===== src/rtl/oven_timer_pkg.sv =====
// Shared types and constants for the oven cook-time counter.
// Consumed by oven_timer and oven_prescaler.
package oven_timer_pkg;

  typedef enum logic [1:0] {
    IDLE  = 2'd0,
    RUN   = 2'd1,
    PAUSE = 2'd2,
    DONE  = 2'd3
  } state_t;

  localparam int SEC30  = 30;
  localparam int SEC60  = 60;
  localparam int SEC120 = 120;

  // Longest selection wins; no valid selection means a zero-length cook.
  function automatic logic [7:0] sel_seconds(input logic s30, input logic s60,
                                             input logic s120, input logic time_set);
    logic [7:0] v;
    v = 8'd0;
    if (time_set) begin
      if (s120)     v = 8'(SEC120);
      else if (s60) v = 8'(SEC60);
      else if (s30) v = 8'(SEC30);
    end
    return v;
  endfunction

endpackage


===== src/rtl/oven_prescaler.sv =====
// Divides the clock into one-second ticks: tick pulses on every
// TICKS_PER_SEC-th enabled cycle; clr restarts the second, en=0 holds it.
module oven_prescaler #(
  parameter int TICKS_PER_SEC = 1
) (
  input  logic clk,
  input  logic reset,
  input  logic en,
  input  logic clr,
  output logic tick
);

  localparam int CNT_W = (TICKS_PER_SEC > 1) ? $clog2(TICKS_PER_SEC) : 1;

  logic [CNT_W-1:0] r_cnt;
  logic             w_last;

  assign w_last = (r_cnt == CNT_W'(TICKS_PER_SEC - 1));
  assign tick   = en && w_last;

  always_ff @(posedge clk or negedge reset) begin
    if (!reset) begin
      r_cnt <= '0;
    end else if (clr) begin
      r_cnt <= '0;
    end else if (en) begin
      r_cnt <= w_last ? '0 : r_cnt + 1'b1;
    end
  end

endmodule


===== src/rtl/oven_timer.sv =====
// Cook-time counter for the oven controller: loads the selected duration on
// start, counts it down in seconds, pauses on stop and pulses timeout on expiry.
// Optional beep output is enabled with `define OVEN_TIMER_BEEP_EN.
module oven_timer
  import oven_timer_pkg::*;
#(
  parameter int TICKS_PER_SEC = 1,
  parameter int SEC_W         = 7
`ifdef OVEN_TIMER_BEEP_EN
  ,
  parameter int BEEP_CYCLES   = 4
`endif
) (
  input  logic             clk,
  input  logic             reset,
  input  logic             start_count,
  input  logic             stop_count,
  input  logic             s30,
  input  logic             s60,
  input  logic             s120,
  input  logic             time_set,
  output logic             timeout,
  output logic             running,
  output logic [SEC_W-1:0] remaining
`ifdef OVEN_TIMER_BEEP_EN
  ,
  output logic             beep
`endif
);

  state_t           r_state;
  logic             r_timeout;
  logic             r_running;
  logic [SEC_W-1:0] r_remaining;

  logic [SEC_W-1:0] w_sel;
  logic             w_go;
  logic             w_tick;
  logic             w_count_en;
  logic             w_load;
  logic             w_expire;

  assign w_sel      = SEC_W'(sel_seconds(s30, s60, s120, time_set));
  assign w_go       = start_count && !stop_count;
  assign w_count_en = (r_state == RUN) && !stop_count;
  assign w_load     = (r_state == IDLE) && w_go && (w_sel != '0);
  // Treating remaining<=1 as the last second keeps the count from wrapping.
  assign w_expire   = w_count_en && w_tick && (r_remaining <= SEC_W'(1));

  oven_prescaler #(
    .TICKS_PER_SEC(TICKS_PER_SEC)
  ) u_prescaler (
    .clk  (clk),
    .reset(reset),
    .en   (w_count_en),
    .clr  (r_state == IDLE),
    .tick (w_tick)
  );

  always_ff @(posedge clk or negedge reset) begin
    if (!reset) begin
      r_state     <= IDLE;
      r_timeout   <= 1'b0;
      r_running   <= 1'b0;
      r_remaining <= '0;
    end else begin
      r_timeout <= 1'b0;
      case (r_state)
        IDLE: begin
          if (w_load) begin
            r_remaining <= w_sel;
            r_state     <= RUN;
            r_running   <= 1'b1;
          end
        end
        RUN: begin
          if (stop_count) begin
            r_state   <= PAUSE;
            r_running <= 1'b0;
          end else if (w_expire) begin
            r_remaining <= '0;
            r_timeout   <= 1'b1;
            r_state     <= DONE;
            r_running   <= 1'b0;
          end else if (w_tick) begin
            r_remaining <= r_remaining - 1'b1;
          end
        end
        PAUSE: begin
          if (w_go) begin
            r_state   <= RUN;
            r_running <= 1'b1;
          end
        end
        DONE: begin
          // A start still held from the previous run must not retrigger.
          if (!start_count) r_state <= IDLE;
        end
        default: begin
          r_state   <= IDLE;
          r_running <= 1'b0;
        end
      endcase
    end
  end

  assign timeout   = r_timeout;
  assign running   = r_running;
  assign remaining = r_remaining;

`ifdef OVEN_TIMER_BEEP_EN
  localparam int BEEP_W = $clog2(BEEP_CYCLES + 1);

  logic [BEEP_W-1:0] r_beep_cnt;

  always_ff @(posedge clk or negedge reset) begin
    if (!reset) begin
      r_beep_cnt <= '0;
    end else if (w_load) begin
      r_beep_cnt <= '0;
    end else if (w_expire) begin
      r_beep_cnt <= BEEP_W'(BEEP_CYCLES);
    end else if (r_beep_cnt != '0) begin
      r_beep_cnt <= r_beep_cnt - 1'b1;
    end
  end

  assign beep = (r_beep_cnt != '0);
`endif

endmodule


===== config.mk =====
export PLATFORM = sky130hd
export DESIGN_NAME = oven_timer
export DESIGN_NICKNAME = d
export VERILOG_FILES = /design/src/rtl/oven_timer_pkg.sv /design/src/rtl/oven_prescaler.sv /design/src/rtl/oven_timer.sv
export SDC_FILE = /design/constraint.sdc
export NUM_CORES = 1
export LEC_CHECK = 0
export ABC_AREA = 1
export BUFFER_PORTS_ARGS = -buffer_cell sky130_fd_sc_hd__buf_2
export CAP_MARGIN = 10
export CELL_PAD_IN_SITES_DETAIL_PLACEMENT = 1
export CELL_PAD_IN_SITES_GLOBAL_PLACEMENT = 1
export CORE_MARGIN = 2
export CORE_UTILIZATION = 41
export CTS_CLUSTER_DIAMETER = 80
export DETAILED_ROUTE_END_ITERATION = 12
export PLACE_DENSITY = 0.84
export SYNTH_ARGS = -nofsm -noshare
export SYNTH_HDL_FRONTEND = slang
export SYNTH_SLANG_ARGS = --single-unit

===== constraint.sdc =====
create_clock -name clk -period 3.09 [get_ports clk]
set_input_delay 0 -clock clk [delete_from_list [all_inputs] [get_ports clk]]
set_output_delay 0 -clock clk [all_outputs]
set_load 0.03 [all_outputs]

Word level (Yosys, flattened, before mapping)
Index checks and enable logic that the tools add are counted.
{ "op_classes": {"magnitude_cmp": 1, "add_sub_neg": 2, "bitwise_logic": 1, "shifts": 0, "mul": 0, "n_mux": 26, "eq_ne": 9, "n_reduce_logical": 16, "div": 0} }
{ "ops": {"columns": ["operator", "count"], "rows": [
  ["7-bit two-way mux", 6],
  ["7-bit case mux with 2 select lines", 1],
  ["4-bit AND reduction", 3],
  ["1-bit two-way mux", 10],
  ["2-bit two-way mux", 5],
  ["2-bit != test (second input constant)", 4],
  ["2-bit case mux with 4 select lines", 1],
  ["7-bit by 1-bit less-or-equal comparator with 1-bit output (second input constant)", 1],
  ["1-bit logical AND", 7],
  ["7-bit nonzero test", 1],
  ["7-bit by 1-bit subtractor with 7-bit output (second input constant)", 1],
  ["6-bit two-way mux", 1],
  ["3-bit != test (second input constant)", 2],
  ["5-bit two-way mux", 1],
  ["2-bit equality test (second input constant)", 2],
  ["2-bit nonzero test", 2],
  ["1-bit case mux with 3 select lines", 1],
  ["3-bit nonzero test", 1],
  ["2-bit by 1-bit equality test with 1-bit output (second input constant)", 1],
  ["2-bit logical NOT", 1],
  ["1-bit adder (second input constant)", 1],
  ["1-bit logical NOT", 1],
  ["1-bit inverter", 1]
]} }
{ "word_totals": {"latchBits": 0, "mem_bits_ro": 0, "ram_bits": 0, "n_memories": 0, "out_inout_bits": 9, "regBits": 12} }

Logic depth before layout (Yosys ltp)
Gate-level depths: netlist of run 1.
{ "logic_depth": {"word_depth": 8, "mapped_depth": 10} }

Hierarchy
A second synthesis of run 1 with hierarchy kept.
{ "hier_totals": {"cells_unflattened": 130, "hier_area_um2": 882.1} }
{ "by_module_without_submodules": {"columns": ["module", "cells_per_inst", "instances", "seq_area_each_um2", "area_per_inst_um2"], "rows": [
  ["oven_timer", 129, 1, 275.3, 874.6],
  ["oven_prescaler", 1, 1, 0.0, 7.5]
]} }

Worst setup path before layout of run 1
Ideal clock, no wire load.
{ "synth_path": {"path_kind": "flip-flop to flip-flop", "start": "reg r_remaining[1] (netlist: remaining[1])", "end": "reg r_remaining[2] (netlist: remaining[2])", "setup_slack_ns": 1.598, "required_time_ns": 3.012, "setup_time_ns": 0.078, "t_arrival_ns": 1.414, "path_stages_with_launch": 10, "period_less_slack_ns": 1.492, "n_path_buf": 0, "path_cell_list": "dfrtp_1 inv_1 ha_1 inv_1 nor2_1 nand3_1 o21ai_0 nand2_1 nand3_1 a21oi_1"} }
{ "synth_between": {"elab_chain_len": 5} }
{ "synth_lines": {"columns": ["element", "line_no", "text"], "rows": [
  ["start: declaration", "oven_timer.sv:34", "logic [SEC_W-1:0] r_remaining;"],
  ["start signal: assignment", "oven_timer.sv:71", "r_remaining <= w_sel;"],
  ["start signal: assignment", "oven_timer.sv:86", "r_remaining <= r_remaining - 1'b1;"],
  ["7-bit by 1-bit subtractor with 7-bit output or 7-bit by 1-bit less-or-equal comparator with 1-bit output (tied branches)", "oven_timer.sv:86, oven_timer.sv:48", null],
  ["7-bit two-way mux or 1-bit logical AND (tied branches)", "oven_timer.sv:85, oven_timer.sv:48", null],
  ["7-bit two-way mux", "oven_timer.sv:80", "end else if (w_expire) begin"],
  ["7-bit two-way mux", "oven_timer.sv:77", "if (stop_count) begin"],
  ["7-bit case mux with 2 select lines", "oven_timer.sv:68", "case (r_state)"]
]} }
Parallel ways exist; a longest one is shown, timed or not. The select of a mux whose other input is x is not followed.
A chain may end at the register's enable or synchronous reset.

Worst setup path after layout of run 1
{ "layout_path": {"start": "reg r_state[1]", "end": "reg r_remaining[3] (netlist: remaining[3])"} }
{ "layout_between": {"elab_chain_len": 8} }
{ "layout_lines": {"columns": ["element", "line_no", "text"], "rows": [
  ["start: declaration", "oven_timer.sv:31", "state_t r_state;"],
  ["start signal: assignment", "oven_timer.sv:62", "r_state <= IDLE;"],
  ["start signal: assignment", "oven_timer.sv:72", "r_state <= RUN;"],
  ["start signal: assignment", "oven_timer.sv:78", "r_state <= PAUSE;"],
  ["2-bit by 1-bit equality test with 1-bit output", "oven_timer.sv:45, oven_timer.sv:68", null],
  ["1-bit logical AND", "oven_timer.sv:45", "assign w_count_en = (r_state == RUN) && !stop_count;"],
  ["1-bit logical AND", "oven_prescaler.sv:19", "assign tick = en && w_last;"],
  ["1-bit logical AND (2 in a row)", "oven_timer.sv:48", "assign w_expire = w_count_en && w_tick && (r_remaining <= SEC_W'(1));"],
  ["7-bit two-way mux", "oven_timer.sv:80", null],
  ["7-bit two-way mux", "oven_timer.sv:77", null],
  ["7-bit case mux with 2 select lines", "oven_timer.sv:68", null]
]} }
Parallel ways exist; a longest one is shown, timed or not. The select of a mux whose other input is x is not followed.

==> results by group, run 1 <==
Synth
  • Top cell type's share of synthesized area: 31.6%
  • Simple-Gate Fraction of Synth Area: approximately a third
  • Async SR Flop Fraction: between 90% and 100%
  • Synth area leaders: dfrtp_1 32%, ha_1 10%, nand2_1 8.6%
  • Mux contribution to synthesized area: 0%
  • Synth Area in XOR/XNOR: about 3.0%
  • Largest family of logic cells by synthesized area: simple AND/OR/NAND/NOR gates
  • Flops & latches, synth: 11
  • Area fraction in compound gates after synthesis: 11.9%
  • Syn Inst Count: 120
  • Ys Warns: 0
  • Area of the mapped netlist: 872 µm²
  • Sequential element share of the synthesized area: between 30% and 40%
  • Most used DFF post-synth: dfrtp_1
  • Synth Area per Inst: around 7.3 µm²
  • Post-Synth Adder-Cell Area: 10.0%
  • Total nets after synthesis: between 100 and 150
  • Post-synth EDFFs: 0
  • Area leader, netlist: dfrtp_1
  • Synth unique cells: 23

Power
  • Tot Pwr: ~0.0012 W
  • Pwr Density: around 1100 nW/µm²
  • Static Leak: roughly 0.53 nW
  • VDD IR-drop max: around 0.53 mV

GRT
  • Met3 Usage GRT: 2.73%
  • Number of global-route vias before repair: around 900
  • GRT overflow: 0
  • Largest net degree at the start of global routing: 12
  • GRT Util Overall: approximately 22%
  • M1 GR Usage: 26.0%
  • Antenna violations before repair: 0
  • Global-route wire length before repair: roughly 4000 µm
  • Met2 Usage GRT: roughly 40%
  • Grt peak-use layer: met2

Clocking
  • Clk slew on worst S/H paths: roughly 70 ps
  • Worst-Skew Late Latency: 270 ps
  • CTS Sinks: 11
  • Max Root-Sink Buffers: 2
  • CTS Buf Count: 3
  • H-tree depth: 1
  • CTS resizes: 0
  • Root buffer cell: clkbuf_4
  • TritonCTS clock tree: yes

Finish
  • Non-filler cells, final: roughly 170
  • Final Instance Area: slightly above 1000 µm²
  • Layout Nets: 156
  • Ant diodes: 0
  • Area Growth Syn to Fin: 16.4%
  • Share of cells above drive strength 1: between 20% and 30%
  • Filler instances: between 200 and 300

Detailed routing
  • Vias: around 860
  • Final ANT Viol Nets: 0
  • Final WL: 2350 µm
  • Iteration-0 DRC Markers: 8
  • Avg WL per Cell: 14.1 µm
  • Initial DRT Pass Iterations: 4
  • Post-DR vias/cell: a little over 5
  • Residual DRC count: 0

Critical path
  • Register-to-Register Path Depth: 9
  • Critical Path RT: roughly 3200 ps
  • CP max stage cell: dfrtp_1
  • R2R Path End: remaining[3]
  • Worst EP arrival: just under 2000 ps
  • CP startpoint: r_state[1]
  • Crit end category: flop
  • CP Cell Sequence: inv_1 -> ha_1 -> inv_2 -> nor2_4 -> inv_1 -> nand2_2 -> nand2_4 -> nor2_2 -> a21oi_1
  • Setup CP Type: reg -> reg
  • Worst r2r src: r_state[1]
  • Most frequent CP cell: inv_1
  • Maximum fanout along the worst path: 10
  • Startpoint class of the critical path: flop
  • CP peak stage delay: approximately 420 ps
  • Reg-to-reg setup timing slack: around 1300 ps

Timing
  • Max Slew Vio Count: 0
  • RSZ-0062 raised after global routing: false
  • Final setup vio count: 0
  • Tightest hold margin: 73.4 ps
  • Endpoints failing hold: 0
  • Slew headroom: a little under two thirds
  • Worst slew pin tran: roughly 540 ps
  • Period utilization: 58.3%
  • Setup Skew: ~4.6 ps
  • Crit path time final: ~1800 ps
  • Setup_tns: 0 ps
  • Max Clock Freq: 0.555 GHz

Place
  • Dpl cells: 162
  • Port bufs: 16
  • HPWL Detailed: 1930 µm
  • Post-DP Area: 978 µm²
  • Final GP Congestion: between 0.8 and 0.9

Worst hold path
  • Hold Path Class: in -> reg
  • Hold path endpoint: remaining[1]
  • Min-delay src: s60
  • Hold Path Stages: 4

Floorplanning
  • Starting Density: 44.0%
  • FP Rows: 16
  • Width of the die: about 50 µm
  • Core Area: a little under 2000 µm²
  • Num ports: 17
  • Die Y: between 50 and 60 µm
  • Die ar.: approximately 2500 µm²

Run status
  • Status: completed

Run
  • Max Cap Viol: 0
[flip-flops by register name, indices dropped and copies added (netlist names)]
register and cells:
running 1, remaining 7, r_state 2, timeout 1
[cells in the mapped netlist (2+ instances only)]
master	number
nand2_1	20
inv_1	15
nor2_1	14
a21oi_1	13
nand3_1	13
dfrtp_1	11
ha_1	7
nand4_1	4
o21ai_0	4
nand2_4	2
nor2_2	2
nor3_1	2
o21ai_1	2
xnor2_1	2
[how the worst max path moves through the flow]
stage	endpoint	slack (ps)
after floorplan	remaining[2]	1600
after global placement	remaining[3]	1410
after detailed placement	remaining[3]	1290
after CTS	remaining[3]	1260
after global routing	remaining[3]	1080
final	remaining[3]	1290
[cell usage in the layout (no fill, tap or decap)]
cell,synthesis,final
nor2_4,1,1
inv_1,15,15
nand3_2,1,1
dfrtp_1,11,11
ha_1,7,7
dlygate4sd3_1,0,1
clkbuf_1,0,1
nand4_1,4,4
xnor2_1,2,2
nand2_2,1,1
inv_2,1,1
o21ai_1,2,2
nand3_4,1,1
nand2_4,2,2
nor3_1,2,2
a21oi_1,13,13
xor2_1,1,1
a21oi_2,1,1
nand2_1,20,20
nor2_2,2,2
nor2_1,14,14
o21ai_0,4,4
buf_2,0,16
clkbuf_4,0,3
nand3_1,13,13
clkinv_1,1,1
[where the power goes]
part	switching, W	leakage, nW	internal, W
clock	0.0000502	0.0150	0.0000500
sequential	0.0000901	0.132	0.000214
combinational	0.000504	0.384	0.000251
total	0.000644	0.531	0.000515
[kinds of logic (layout without fill, tap and decap cells)]
logic type / count (synthesis) / after routing
xor gates and xnor gates: 3 / 3
adders and majority gates: 7 / 7
DFF: 11 / 11
and+or+nand+nor: 61 / 61
buffers and inverters: 18 / 38
AOI/OAI and AO/OA: 20 / 20
[cell type report]
type	instances	area (µm²)	area share, %
flip-flops and latches	11	275	27.1
multi-input cells	91	526	51.8
clock buffers	4	26.3	2.59
well taps	27	33.8	3.33
repair buffers	17	90.1	8.88
inverters	17	63.8	6.29
[layer usage]
layer / vias up / share of wire (%)
li1: 432 / -
met1: 414 / 44
met2: 13 / 53
met3: 4 / 1.7
met4: 0 / 0.89
met5: - / 0
[worst max-delay path: cells and delay by family (launching register included)]
family | cells | cell delay [ps]
adders and majority gates | 1 | 410
and+or+nand+nor | 4 | 470
DFF | 1 | 420
AOI/OAI and AO/OA | 1 | 80
buffers and inverters | 3 | 310
[per-stage QoR]
stage	worst slack [ps]	util, %
global placement	1410	49.4
floorplan	1600	-
finish	1290	51.2
global route	1080	51.2
detailed placement	1290	49.4
CTS	1260	51.2
[what timing repair did]
action	in CTS	in global routing
buffers inserted	0	0
hold buffers	1	0
endpoints found under the hold margin	11	0
Power figures use the tool's default switching activity.
==> run 2, diff against run 1 <==
- ABC_AREA: 1 -> 0
- CORE_UTILIZATION: 41 -> 40
- PLACE_DENSITY: 0.84 -> 0.79
- clock period: 3.09 -> 1.7 ns (I/O delays scaled with it)
==> run 2 against run 1 <==
Compared with the run above: the flow now finishes with violations (setup timing); final area up 24%; combinational power rose to 2.7 times the previous value; clock skew down 1.5 ps; first-iteration DRC count up 110%; highest routed layer unchanged.
==> results by group, run 2 <==
Floorplanning
  • Starting Density: 41.9% (was 44.0%)
  • Die Y: 48.9 µm (was 50.1 µm)
  • FP Rows: 16 (unchanged)
  • Width of the die: 48.9 µm (was 50.1 µm)
  • Num ports: 17 (unchanged)
  • Core Area: 1920 µm² (was 1980 µm²)
  • Die ar.: 2390 µm² (was 2510 µm²)

Power
  • Sw frac: 46.0% (was 55.6%)
  • NetSw: 0.00124 W (was 0.000644 W)
  • Seq pwr share: 18.3% (was 26.3%)
  • Part of the power in combinational logic: 74.6% (was 65.1%)
  • Static Leak: 0.603 nW (was 0.531 nW)
  • Clk network pwr share: 7.1% (was 8.6%)
  • Internal power: 0.00145 W (was 0.000515 W)
  • VDD IR-drop max: 1.12 mV (was 0.526 mV)
  • Pwr Density: 2130 nW/µm² (was 1140 nW/µm²)

Timing
  • Worst slew pin tran: 442 ps (was 539 ps)
  • Final setup vio count: 10 (was 0)
  • Max Slew Vio Count: 0 (unchanged)
  • Period utilization: 113% (was 58.3%)
  • RSZ-0062 raised after global routing: true (was false)
  • Setup ws final: -223 ps (was 1290 ps)
  • Crit path time final: 1920 ps (was 1800 ps)
  • Setup Skew: 3.06 ps (was 4.60 ps)
  • Tightest hold margin: 129 ps (was 73.4 ps)
  • Endpoints failing hold: 0 (unchanged)
  • Max Clock Freq: 0.520 GHz (was 0.555 GHz)
  • Slew headroom: 70.5% (was 63.7%)

Finish
  • Non-filler cells, final: 164 (was 167)
  • Biggest register: remaining (unchanged)
  • Commonest cells after routing, fill and taps aside: 31 x buf_4, 17 x buf_2, 9 x dfrtp_1, 6 x inv_1, 6 x nand2_1 (was 20 x nand2_1, 16 x buf_2, 15 x inv_1, 14 x nor2_1)
  • Max FFs per register: 7 (unchanged)
  • Filler instances: 233 (was 265)
  • Area Growth Syn to Fin: 56.4% (was 16.4%)
  • Commonest non-fill, non-tap cell in the layout: buf_4 (was nand2_1)
  • Largest regs: remaining (7), r_state (2) (unchanged)
  • Ant diodes: 0 (unchanged)
  • Share of cells above drive strength 1: 49.6% (was 20.7%)
  • Layout Nets: 153 (was 156)

Place
  • Final GP Congestion: 0.796 (was 0.878)
  • Pre-CTS setup slack: -239 ps (was 1290 ps)
  • HPWL Detailed: 2020 µm (was 1930 µm)
  • Port bufs: 16 (unchanged)
  • Dpl cells: 152 (was 162)

GRT
  • GRT Util Overall: 24.6% (was 21.7%)
  • GRT overflow: 0 (unchanged)
  • Met2 Usage GRT: 46.6% (was 39.9%)
  • Grt peak-use layer: met2 (unchanged)
  • Met3 Usage GRT: 2.45% (was 2.73%)
  • Global-route wire length before repair: 4530 µm (was 4080 µm)
  • M1 GR Usage: 30.2% (was 26.0%)
  • Largest net degree at the start of global routing: 12 (unchanged)
  • Antenna violations before repair: 0 (unchanged)
  • Number of global-route vias before repair: 936 (was 903)

Synth
  • Top cell type's share of synthesized area: 34.2% (was 31.6%)
  • Synth area leaders: dfrtp_1 34%, ha_1 11%, mux2_1 4.2% (was dfrtp_1 32%, ha_1 10%, nand2_1 8.6%)
  • Async SR Flop Fraction: 100% (unchanged)
  • Total nets after synthesis: 99 (was 135)
  • Most frequent cells after synthesis: 11 x dfrtp_1, 8 x inv_1, 7 x ha_1 (was 20 x nand2_1, 15 x inv_1, 14 x nor2_1)
  • Post-synth EDFFs: 0 (unchanged)
  • Sequential element share of the synthesized area: 34.2% (was 31.6%)
  • Syn Inst Count: 84 (was 120)
  • Top-count cell post-synth: dfrtp_1 (was nand2_1)
  • Ys Warns: 0 (unchanged)
  • Most used DFF post-synth: dfrtp_1 (unchanged)
  • Synth Area per Inst: 9.59 µm² (was 7.27 µm²)
  • Flops & latches, synth: 11 (unchanged)
  • Area of the mapped netlist: 806 µm² (was 872 µm²)
  • Area leader, netlist: dfrtp_1 (unchanged)
  • Synth unique cells: 34 (was 23)

Run
  • Max Cap Viol: 0 (unchanged)

Run status
  • Status: complete, but fails checks (was completed)
  • Failing checks: setup timing

Clocking
  • CTS Buf Count: 3 (unchanged)
  • CTS Sinks: 11 (unchanged)
  • H-tree depth: 1 (unchanged)
  • Max Root-Sink Buffers: 2 (unchanged)
  • Clk slew on worst S/H paths: 80 ps (was 70 ps)
  • Worst-Skew Late Latency: 280 ps (was 270 ps)
  • Root buffer cell: clkbuf_4 (unchanged)
  • TritonCTS clock tree: yes (unchanged)

Worst hold path
  • Hold Path Class: in -> async (was in -> reg)

Critical path
  • Maximum fanout along the worst path: 7 (was 10)
  • Startpoint class of the critical path: flop (unchanged)
  • Worst EP arrival: 2140 ps (was 1950 ps)
  • Setup CP Type: reg -> reg (unchanged)
  • Critical Path RT: 1910 ps (was 3240 ps)
  • Crit end category: flop (unchanged)

Detailed routing
  • Post-DR vias/cell: 5.74 (was 5.17)
  • Final WL: 3010 µm (was 2350 µm)
  • Iteration-0 DRC Markers: 17 (was 8)
  • Initial DRT Pass Iterations: 4 (unchanged)
  • Residual DRC count: 0 (unchanged)
  • Avg WL per Cell: 18.4 µm (was 14.1 µm)
  • Vias: 941 (was 863)
  • Final ANT Viol Nets: 0 (unchanged)
run 2: changes by cell type after synthesis, moves of 3 or more:
cell,change
nand2_1,-14
a21oi_1,-12
nand3_1,-12
nor2_1,-10
inv_1,-7
a22o_1,+3
mux2_1,+3
o21ai_1,+3
run 2: final cells by class:
cell class / instances / area, µm² / area share [%]
clock buffer: 4 / 26.3 / 2.09
timing repair buffer: 49 / 328 / 26.0
tap: 27 / 33.8 / 2.68
sequential: 11 / 278 / 22.0
inverter: 8 / 30.0 / 2.38
multi-input combinational: 65 / 564 / 44.8
run 2: stage by stage:
step	TNS (ps)	instance area, µm²	utilization [%]	power, W
6_report	-1470	1260	65.6	0.00269
5_1_grt	-2270	1260	65.6	0.00287
3_5_place_dp	-1740	1110	57.7	0.00210
4_1_cts	-1040	1240	64.4	0.00257
3_3_place_gp	-1400	1110	57.7	0.00204
2_1_floorplan	-2390	808	-	0.00140
run 2: routing by layer:
layer  vias to the layer above  part of all wire (%)  wire length [µm]
li1                        431                     -                 -
met4                         0                   1.2                36
met1                       465                    41              1220
met3                         5                   5.1               153
met5                         -                     0                 0
met2                        40                    53              1600
run 2: timing repair:
item | 4_1_cts | 5_1_grt
setup buffers | 4 | 2
hold buffers | 1 | 0
pin swaps | 4 | 3
gates resized for setup | 13 | 2
setup endpoints to repair | 10 | 10
hold endpoints to repair | 11 | 0
gates cloned | 1 | 0
run 2: logic make-up after synthesis:
kind of cell    Yosys count  share of synthesized area, %
simple gates             29                          20.8
compound gates           26                          26.2
flops                    11                          34.2
fa+ha+maj                 7                          10.9
mux                       3                          4.19
buf+inv                   8                          3.73
run 2: power by group through the flow:
stage	Sequential [W]	Clock [W]	Combinational, W
floorplan	0.000699	0	0.000700
global placement	0.000477	0	0.00156
detailed placement	0.000485	0	0.00162
CTS	0.000487	0.000192	0.00189
global route	0.000508	0.000203	0.00216
finish	0.000492	0.000191	0.00200
run 2: worst paths after layout:
| kind | startpoint | endpoint | slack (ps) | cells past startpoint |
|---|---|---|---|---|
| setup / recovery | remaining[2] | remaining[5] | -220 | 6 |
| hold / removal | reset | remaining[4] | 130 | 2 |
| setup reg to reg | remaining[2] | remaining[5] | -220 | 6 |
| hold reg to reg | running | running | 520 | 1 |
| max in group asynchronous | reset | remaining[5] | 1330 | 2 |
| min in group clk | s120 | remaining[2] | 140 | 4 |
run 2: critical path: stages (launching register included):
cell,delay (ps)
dfrtp_2,410
buf_4,130
buf_4,150
or4_1,530
or3_1,340
o22ai_1,150
a22o_1,150
